===== config.mk =====
export PLATFORM = sky130hd
export DESIGN_NAME = udp_video_receiver
export DESIGN_NICKNAME = d
export VERILOG_FILES = /design/src/rtl/udp_video_receiver.sv
export SDC_FILE = /design/constraint.sdc
export NUM_CORES = 1
export LEC_CHECK = 0
export ABC_AREA = 1
export CORE_ASPECT_RATIO = 0.5
export CORE_UTILIZATION = 50
export CTS_CLUSTER_DIAMETER = 200
export DETAILED_ROUTE_END_ITERATION = 8
export PLACE_DENSITY_LB_ADDON = 0.25
export REMOVE_ABC_BUFFERS = 1
export SLEW_MARGIN = 10
export SYNTH_ARGS = -nofsm -noshare
export SYNTH_HDL_FRONTEND = slang
export SYNTH_SLANG_ARGS = --single-unit

===== constraint.sdc =====
create_clock -name udp_clk -period 2.4 [get_ports udp_clk]
set_input_delay 0.24 -clock udp_clk [delete_from_list [all_inputs] [get_ports udp_clk]]
set_output_delay 0.24 -clock udp_clk [all_outputs]
set_load 0.02 [all_outputs]

===== src/rtl/udp_video_receiver.sv =====
// Parses UDP video payloads (2-byte big-endian line number + LINE_BYTES pixel bytes)
// into 16-bit pixels with sof/eol/eof markers. Optional counters: UDP_RX_STATS_EN.
module udp_video_receiver #(
    parameter int LINE_BYTES = 1280,
    parameter int V_DISP     = 480
) (
    input  logic        udp_clk,
    input  logic        rst_n,
    input  logic [7:0]  udp_rx_data,
    input  logic        udp_rx_data_valid,
    output logic [15:0] pixel_data,
    output logic        pixel_valid,
    output logic [15:0] line_num,
    output logic        sof,
    output logic        eol,
    output logic        eof,
    output logic        pkt_err,
    output logic        seq_err
`ifdef UDP_RX_STATS_EN
    ,
    output logic [31:0] stat_pkts,
    output logic [31:0] stat_drops
`endif
);

    localparam logic [15:0] LB = 16'(LINE_BYTES);
    localparam logic [15:0] VD = 16'(V_DISP);

    typedef enum logic [1:0] {IDLE, HDR_LO, PAYLOAD, DROP} state_t;

    state_t      state, state_next;
    logic [7:0]  hdr_hi;
    logic [7:0]  pix_hi;
    logic [15:0] byte_cnt;
    logic [15:0] expected;
    logic [15:0] hdr;

    logic load_hdr_hi, accept_hdr, store_hi, emit_pix, line_done, err_d, seq_d, sof_d;

    assign hdr = {hdr_hi, udp_rx_data};

    always_ff @(posedge udp_clk or negedge rst_n) begin
        if (!rst_n) state <= DROP;
        else        state <= state_next;
    end

    always_comb begin
        state_next  = state;
        load_hdr_hi = 1'b0;
        accept_hdr  = 1'b0;
        store_hi    = 1'b0;
        emit_pix    = 1'b0;
        line_done   = 1'b0;
        err_d       = 1'b0;
        seq_d       = 1'b0;
        sof_d       = 1'b0;
        case (state)
            IDLE: begin
                if (udp_rx_data_valid) begin
                    load_hdr_hi = 1'b1;
                    state_next  = HDR_LO;
                end
            end
            HDR_LO: begin
                if (!udp_rx_data_valid) begin
                    err_d      = 1'b1;
                    state_next = IDLE;
                end else if (hdr == 16'd0 || hdr > VD) begin
                    err_d      = 1'b1;
                    state_next = DROP;
                end else begin
                    // Out-of-sequence lines are flagged but still written.
                    accept_hdr = 1'b1;
                    seq_d      = (hdr != expected);
                    state_next = PAYLOAD;
                end
            end
            PAYLOAD: begin
                if (udp_rx_data_valid) begin
                    if (byte_cnt < LB) begin
                        if (byte_cnt[0]) begin
                            emit_pix = 1'b1;
                            sof_d    = (byte_cnt == 16'd1) && (line_num == 16'd1);
                        end else begin
                            store_hi = 1'b1;
                        end
                    end else begin
                        err_d      = 1'b1;
                        state_next = DROP;
                    end
                end else begin
                    if (byte_cnt == LB) line_done = 1'b1;
                    else                err_d     = 1'b1;
                    state_next = IDLE;
                end
            end
            DROP: begin
                if (!udp_rx_data_valid) state_next = IDLE;
            end
            default: state_next = DROP;
        endcase
    end

    always_ff @(posedge udp_clk or negedge rst_n) begin
        if (!rst_n) begin
            pixel_data  <= '0;
            pixel_valid <= 1'b0;
            line_num    <= '0;
            sof         <= 1'b0;
            eol         <= 1'b0;
            eof         <= 1'b0;
            pkt_err     <= 1'b0;
            seq_err     <= 1'b0;
            hdr_hi      <= '0;
            pix_hi      <= '0;
            byte_cnt    <= '0;
            expected    <= 16'd1;
        end else begin
            pixel_valid <= emit_pix;
            sof         <= sof_d;
            eol         <= line_done;
            eof         <= line_done && (line_num == VD);
            pkt_err     <= err_d;
            seq_err     <= seq_d;
            if (load_hdr_hi) hdr_hi <= udp_rx_data;
            if (accept_hdr) begin
                line_num <= hdr;
                byte_cnt <= '0;
            end else if (store_hi || emit_pix) begin
                byte_cnt <= byte_cnt + 16'd1;
            end
            if (store_hi) pix_hi <= udp_rx_data;
            if (emit_pix) pixel_data <= {pix_hi, udp_rx_data};
            if (line_done) expected <= (line_num == VD) ? 16'd1 : line_num + 16'd1;
        end
    end

`ifdef UDP_RX_STATS_EN
    always_ff @(posedge udp_clk or negedge rst_n) begin
        if (!rst_n) begin
            stat_pkts  <= '0;
            stat_drops <= '0;
        end else begin
            if (line_done) stat_pkts  <= stat_pkts + 32'd1;
            if (err_d)     stat_drops <= stat_drops + 32'd1;
        end
    end
`endif

endmodule


---- Yosys cells after proc, flatten, opt, wreduce, memory -nomap -nowiden ----
Index checks and enable logic that the tools add are counted.
cells by class
  $add $sub $neg .......................... 2
  magnitude comparators ................... 2
  eq/ne operators ......................... 11
  multiplexer cells ....................... 39
  reductions and logical operators ........ 8
operators with widths
  kind                                                             number
  two-way mux 16 bit                                               3
  adder 16 x 1 -> 16 bit (second input constant)                   2
  equality test 16 x 1 -> 1 bit (second input constant)            2
  two-way mux 1 bit                                                29
  equality test 16 x 11 -> 1 bit (second input constant)           1
  equality test 16 x 9 -> 1 bit (second input constant)            1
  greater-than comparator 16 x 9 -> 1 bit (second input constant)  1
  logical NOT 16 bit                                               1
  less-than comparator 16 x 11 -> 1 bit (second input constant)    1
  inequality test 16 bit                                           1
  two-way mux 2 bit                                                5
  one-hot mux 2 bit (4 select lines)                               1
  equality test 2 bit (second input constant)                      2
  inequality test 2 bit (second input constant)                    2
  inequality test 3 bit (second input constant)                    1
  AND reduction 3 bit                                              1
  equality test 2 x 1 -> 1 bit (second input constant)             1
  logical AND 1 bit                                                2
  logical NOT 2 bit                                                1
  logical OR 1 bit                                                 2
  one-hot mux 1 bit (2 select lines)                               1
  nonzero test 2 bit                                               1
storage, ports and cells
  register bits ........................... 88
  input bits .............................. 11
  output and inout port bits .............. 38
  logic and storage cells ................. 75

---- Logic depth before layout (Yosys ltp) ----
  word-level depth ........................ 7
  mapped depth ............................ 11
  depth with buffers taken out ............ 9

---- Worst setup path before layout ----
Ideal clock, no wire load.
  path kind ............................... register to register
  from .................................... register byte_cnt[0]
  to ...................................... register expected[10]
  library setup time ...................... 0.128 ns
  arrival time ............................ 1.568 ns
  data required time ...................... 2.272 ns
  slack ................................... 0.704 ns
  cell stages (with the launch flop) ...... 9
  buffers on the path ..................... 1
  clock period less this slack ............ 1.696 ns
  cell sequence ........................... dfrtp_1 -> inv_1 -> ha_1 -> nand2_1 -> nor3_1 -> nand4_2 -> buf_2 -> nand2_1 -> o21ai_0
between the ends
  word-level cells in the longest chain between the ends .. 4
RTL lines
  item                            line  RTL
  start, declared                 34    logic [15:0] byte_cnt;
  start signal, assigned          130   byte_cnt <= byte_cnt + 16'd1;
  equality test 16 x 11 -> 1 bit  92    if (byte_cnt == LB) line_done = 1'b1;
  two-way mux 1 bit               92
  two-way mux 1 bit               79    if (udp_rx_data_valid) begin
  two-way mux 1 bit               57    case (state)
  end signal, assigned            134   if (line_done) expected <= (line_num == VD) ? 16'd1 : line_num + 16'd1;
  end, declared                   35    logic [15:0] expected;
Every way passes these cells.
A chain may end at the register's enable or synchronous reset.

---- Final worst setup path ----
Same ends and word-level chain as after synthesis.

==> flow_summary.rst <==
.. list-table::
   :header-rows: 1

   * - Metric
     - Value
   * - Fraction of power consumed by the clock network
     - 0.236
   * - Time the final worst path needs with I/O delays and setup
     - 1.90 ns
   * - Cells after Synth
     - 547
   * - Static Leakage
     - 2.69 nW
   * - Overall Global Routing Usage
     - 0.240
   * - Average size of a mapped cell
     - 8.25 um^2
   * - RSZ-0062 raised after global routing
     - no
   * - Hold bufs inserted after CTS
     - 1
   * - Number of nets with antenna violations after routing
     - 0
   * - CTS buffer count
     - 9
   * - Setup Crit Path Kind
     - flip-flop to flip-flop
   * - Cells resized by post-CTS repair
     - 0
   * - Clock tree from TritonCTS
     - yes
   * - Setup Fix Bufs, Post-CTS
     - 0
   * - Count of final max-slew check failures
     - 0
   * - I/O pin count
     - 49
   * - Worst endpoint data arrival time
     - 2.12 ns
   * - Count of H-tree levels built during CTS
     - 3
   * - Number of warnings reported in the yosys synthesis log
     - 0
   * - Via count of the first global-routing pass
     - 3536
   * - Worst r2r path cells
     - 8
   * - Pwr per Cell Area
     - 1050 nW/um^2
   * - Sum of negative setup slack
     - 0 ns
   * - Leading area contributor after synthesis
     - dfrtp_1
   * - Detailed placer's ending HPWL
     - 7.51 mm
   * - Synth cell types
     - 38
   * - Post-Place Cells
     - 707
   * - Sequential element share of the synthesized area
     - 0.489
   * - Post-CTS clock slew at the launch and capture registers of the worst setup and hold paths
     - 0.07 ns
   * - Post-route insts no fill
     - 724
   * - Net count reported at finish
     - 624
   * - Largest vdd supply drop
     - 0.000559 V
   * - Detailed Routing Iterations Pass 1
     - 6
   * - Largest cells by area after synthesis
     - dfrtp_1 (47%), nand2_1 (14%), inv_1 (5.0%)
   * - IO Port Bufs
     - 48
   * - Synth-to-layout area growth
     - 20.2%
   * - Critical R2R Capture
     - expected[10]
   * - Flip-flop and latch count after synthesis
     - 88
   * - Wire per inst
     - 14.0 um
   * - Psw
     - 2.17 mW
   * - Starting DRT DRC Count
     - 192
   * - Register-to-Register Setup Slack
     - 0.50 ns
   * - Hold Path Class
     - primary input to asynchronous set/reset pin
   * - Ratio of final minimum period to clock period
     - 0.792
   * - Die W
     - 136 um
   * - Post-synth top area share
     - 0.471
   * - Count of antenna diodes in the layout
     - 0
   * - Switching share of power
     - 0.383
   * - Largest net degree at the start of global routing
     - 44
   * - Number of placement rows
     - 24
   * - CTS sink cnt
     - 88
   * - Critical Path Start
     - byte_cnt[0]
   * - Post-route total power
     - 5.67 mW
   * - Run status
     - finished clean
   * - Tightest hold margin
     - 0.438 ns
   * - Start of the worst register-to-register path
     - byte_cnt[0]
   * - Global-route wire length before repair
     - 17.2 mm
   * - Minimum setup slack in the final design
     - 0.498 ns
   * - Number of max-cap violations
     - 0
   * - Vias per inst
     - 5.10
   * - Final weighted congestion of routability-driven global placement
     - 0.888
   * - Worst Tran Pin Value
     - 0.576 ns
   * - Tightest slew margin relative to the limit
     - 0.616
   * - Peak fanout along the critical path
     - 25
   * - Setup violation total in the final timing report
     - 0
   * - Initial Utilization
     - 0.516
   * - Worst Setup Start Kind
     - flip-flop
   * - Pre-CTS setup slack
     - 0.317 ns
   * - Sequential share of power
     - 0.415
   * - Initial antenna violation count
     - 0
   * - FMAX
     - 0.526 GHz
   * - Layout Skew
     - 0.00701 ns
   * - Number of fillers in the final layout
     - 749
   * - Endpoint class of the critical path
     - flip-flop
   * - Skew-Pair Late Insertion Delay
     - 0.34 ns
   * - Vias
     - 3691
   * - Final Hold Violating Endpoints
     - 0
   * - Overall die area
     - 9430 um^2
   * - Combinational cell fraction of total power
     - 0.349
   * - Fraction of final layout cells with drive strength greater than 1
     - 0.109
   * - Total standard cell area after synthesis
     - 4510 um^2
   * - CORE AREA
     - 8740 um^2
   * - Grt total ovfl
     - 0
   * - Int Pwr
     - 3.50 mW
   * - Longest Clk Path Bufs
     - 2
   * - Number of remaining DRC errors
     - 0
   * - Post-detailed-routing wire length
     - 10.2 mm
   * - Die H
     - 69.2 um
   * - WP data required
     - 2.62 ns
   * - Master cell of the clock root buffer
     - clkbuf_16
==> cells by family after synthesis <==
logic type / synth area share
AOI/OAI and AO/OA: 0.0771
adders and majority gates: 0.0305
DFF: 0.489
xor gates and xnor gates: 0.0408
muxes: 0.00222
and+or+nand+nor: 0.285
buffers and inverters: 0.0757
==> sequential cells by signal (all words and copies together) (netlist names) <==
signal,flops
eof,1
hdr_hi,8
sof,1
pixel_data,16
state,2
byte_cnt,16
eol,1
pixel_valid,1
expected,16
line_num,16
seq_err,1
pix_hi,8
pkt_err,1
==> layer usage <==
layer | GRT usage | vias up | part of all wire
met5 | 0 | - | 0
met4 | 0.0716 | 0 | 0.0095
met3 | 0.0585 | 9 | 0.037
met2 | 0.363 | 55 | 0.46
met1 | 0.342 | 1782 | 0.50
li1 | - | 1845 | -
==> worst max path at each step <==
stage,endpoint
2_1_floorplan,byte_cnt[0]
3_3_place_gp,byte_cnt[0]
3_5_place_dp,pixel_data[3]
4_1_cts,expected[0]
5_1_grt,expected[0]
6_report,expected[10]
==> Yosys cell counts <==
library cell / n
o21ai_1: 4
o21ai_2: 16
clkbuf_1: 3
inv_1: 60
xor2_1: 13
nand2_2: 3
nand3b_1: 1
inv_6: 1
nand2_1: 164
nor4_1: 1
mux2i_1: 1
a21boi_0: 1
buf_8: 1
dfstp_2: 3
nor2_8: 1
nor3_1: 12
nand2_4: 1
nand4_1: 15
nand3_1: 30
clkbuf_2: 1
buf_6: 2
o21ai_0: 28
nor2_2: 2
nand3_2: 1
clkinv_1: 1
buf_2: 5
nor3_2: 2
inv_4: 1
a21oi_1: 8
ha_1: 11
inv_2: 1
or2_2: 4
nor2_1: 50
nor2_4: 2
buf_4: 2
dfrtp_1: 85
xnor2_1: 8
nand4_2: 2
==> stage by stage <==
stage               instance area, um^2  utilization
detailed placement                 5120        0.586
global route                       5420        0.621
floorplan                          4420            -
finish                             5420        0.621
CTS                                5420        0.621
global placement                   5120        0.586
==> worst max-delay path, stage by stage, from the launching register on <==
cell,delay [ns]
dfrtp_1,0.42
inv_1,0.28
ha_1,0.20
nand2_1,0.05
nor3_1,0.26
nand4_2,0.16
buf_4,0.25
nand2_1,0.08
o21ai_0,0.07
==> power by group through the flow <==
stage               clock (mW)  combinational (mW)  sequential [mW]
floorplan                    0                1.03             2.50
global placement             0                1.94             2.36
detailed placement           0                1.99             2.36
CTS                       1.36                2.00             2.34
global route              1.43                2.21             2.41
finish                    1.34                1.98             2.35
==> cell type report <==
cell class / count / area [um^2] / area share
clock buffer: 10 / 239 / 0.0441
clock inverter: 6 / 50.0 / 0.00923
inverter: 64 / 248 / 0.0457
multi-input combinational: 381 / 1970 / 0.362
sequential: 88 / 2210 / 0.407
tap: 117 / 146 / 0.0270
timing repair buffer: 58 / 568 / 0.105
==> layout by cell type, fill, tap and decap left out, drive strengths merged, types with 2 or more instances in the layout <==
cell	count
clkinv	3
xor2	13
clkbuf	10
nand2	168
buf	10
ha	11
dfrtp	85
nor3	14
nand4	17
a21oi	8
clkinvlp	2
or2	4
clkdlybuf4s50	47
dfstp	3
xnor2	8
o21ai	48
nand3	31
inv	65
nor2	55
Note: power is estimated with default switching activity, not from simulation.
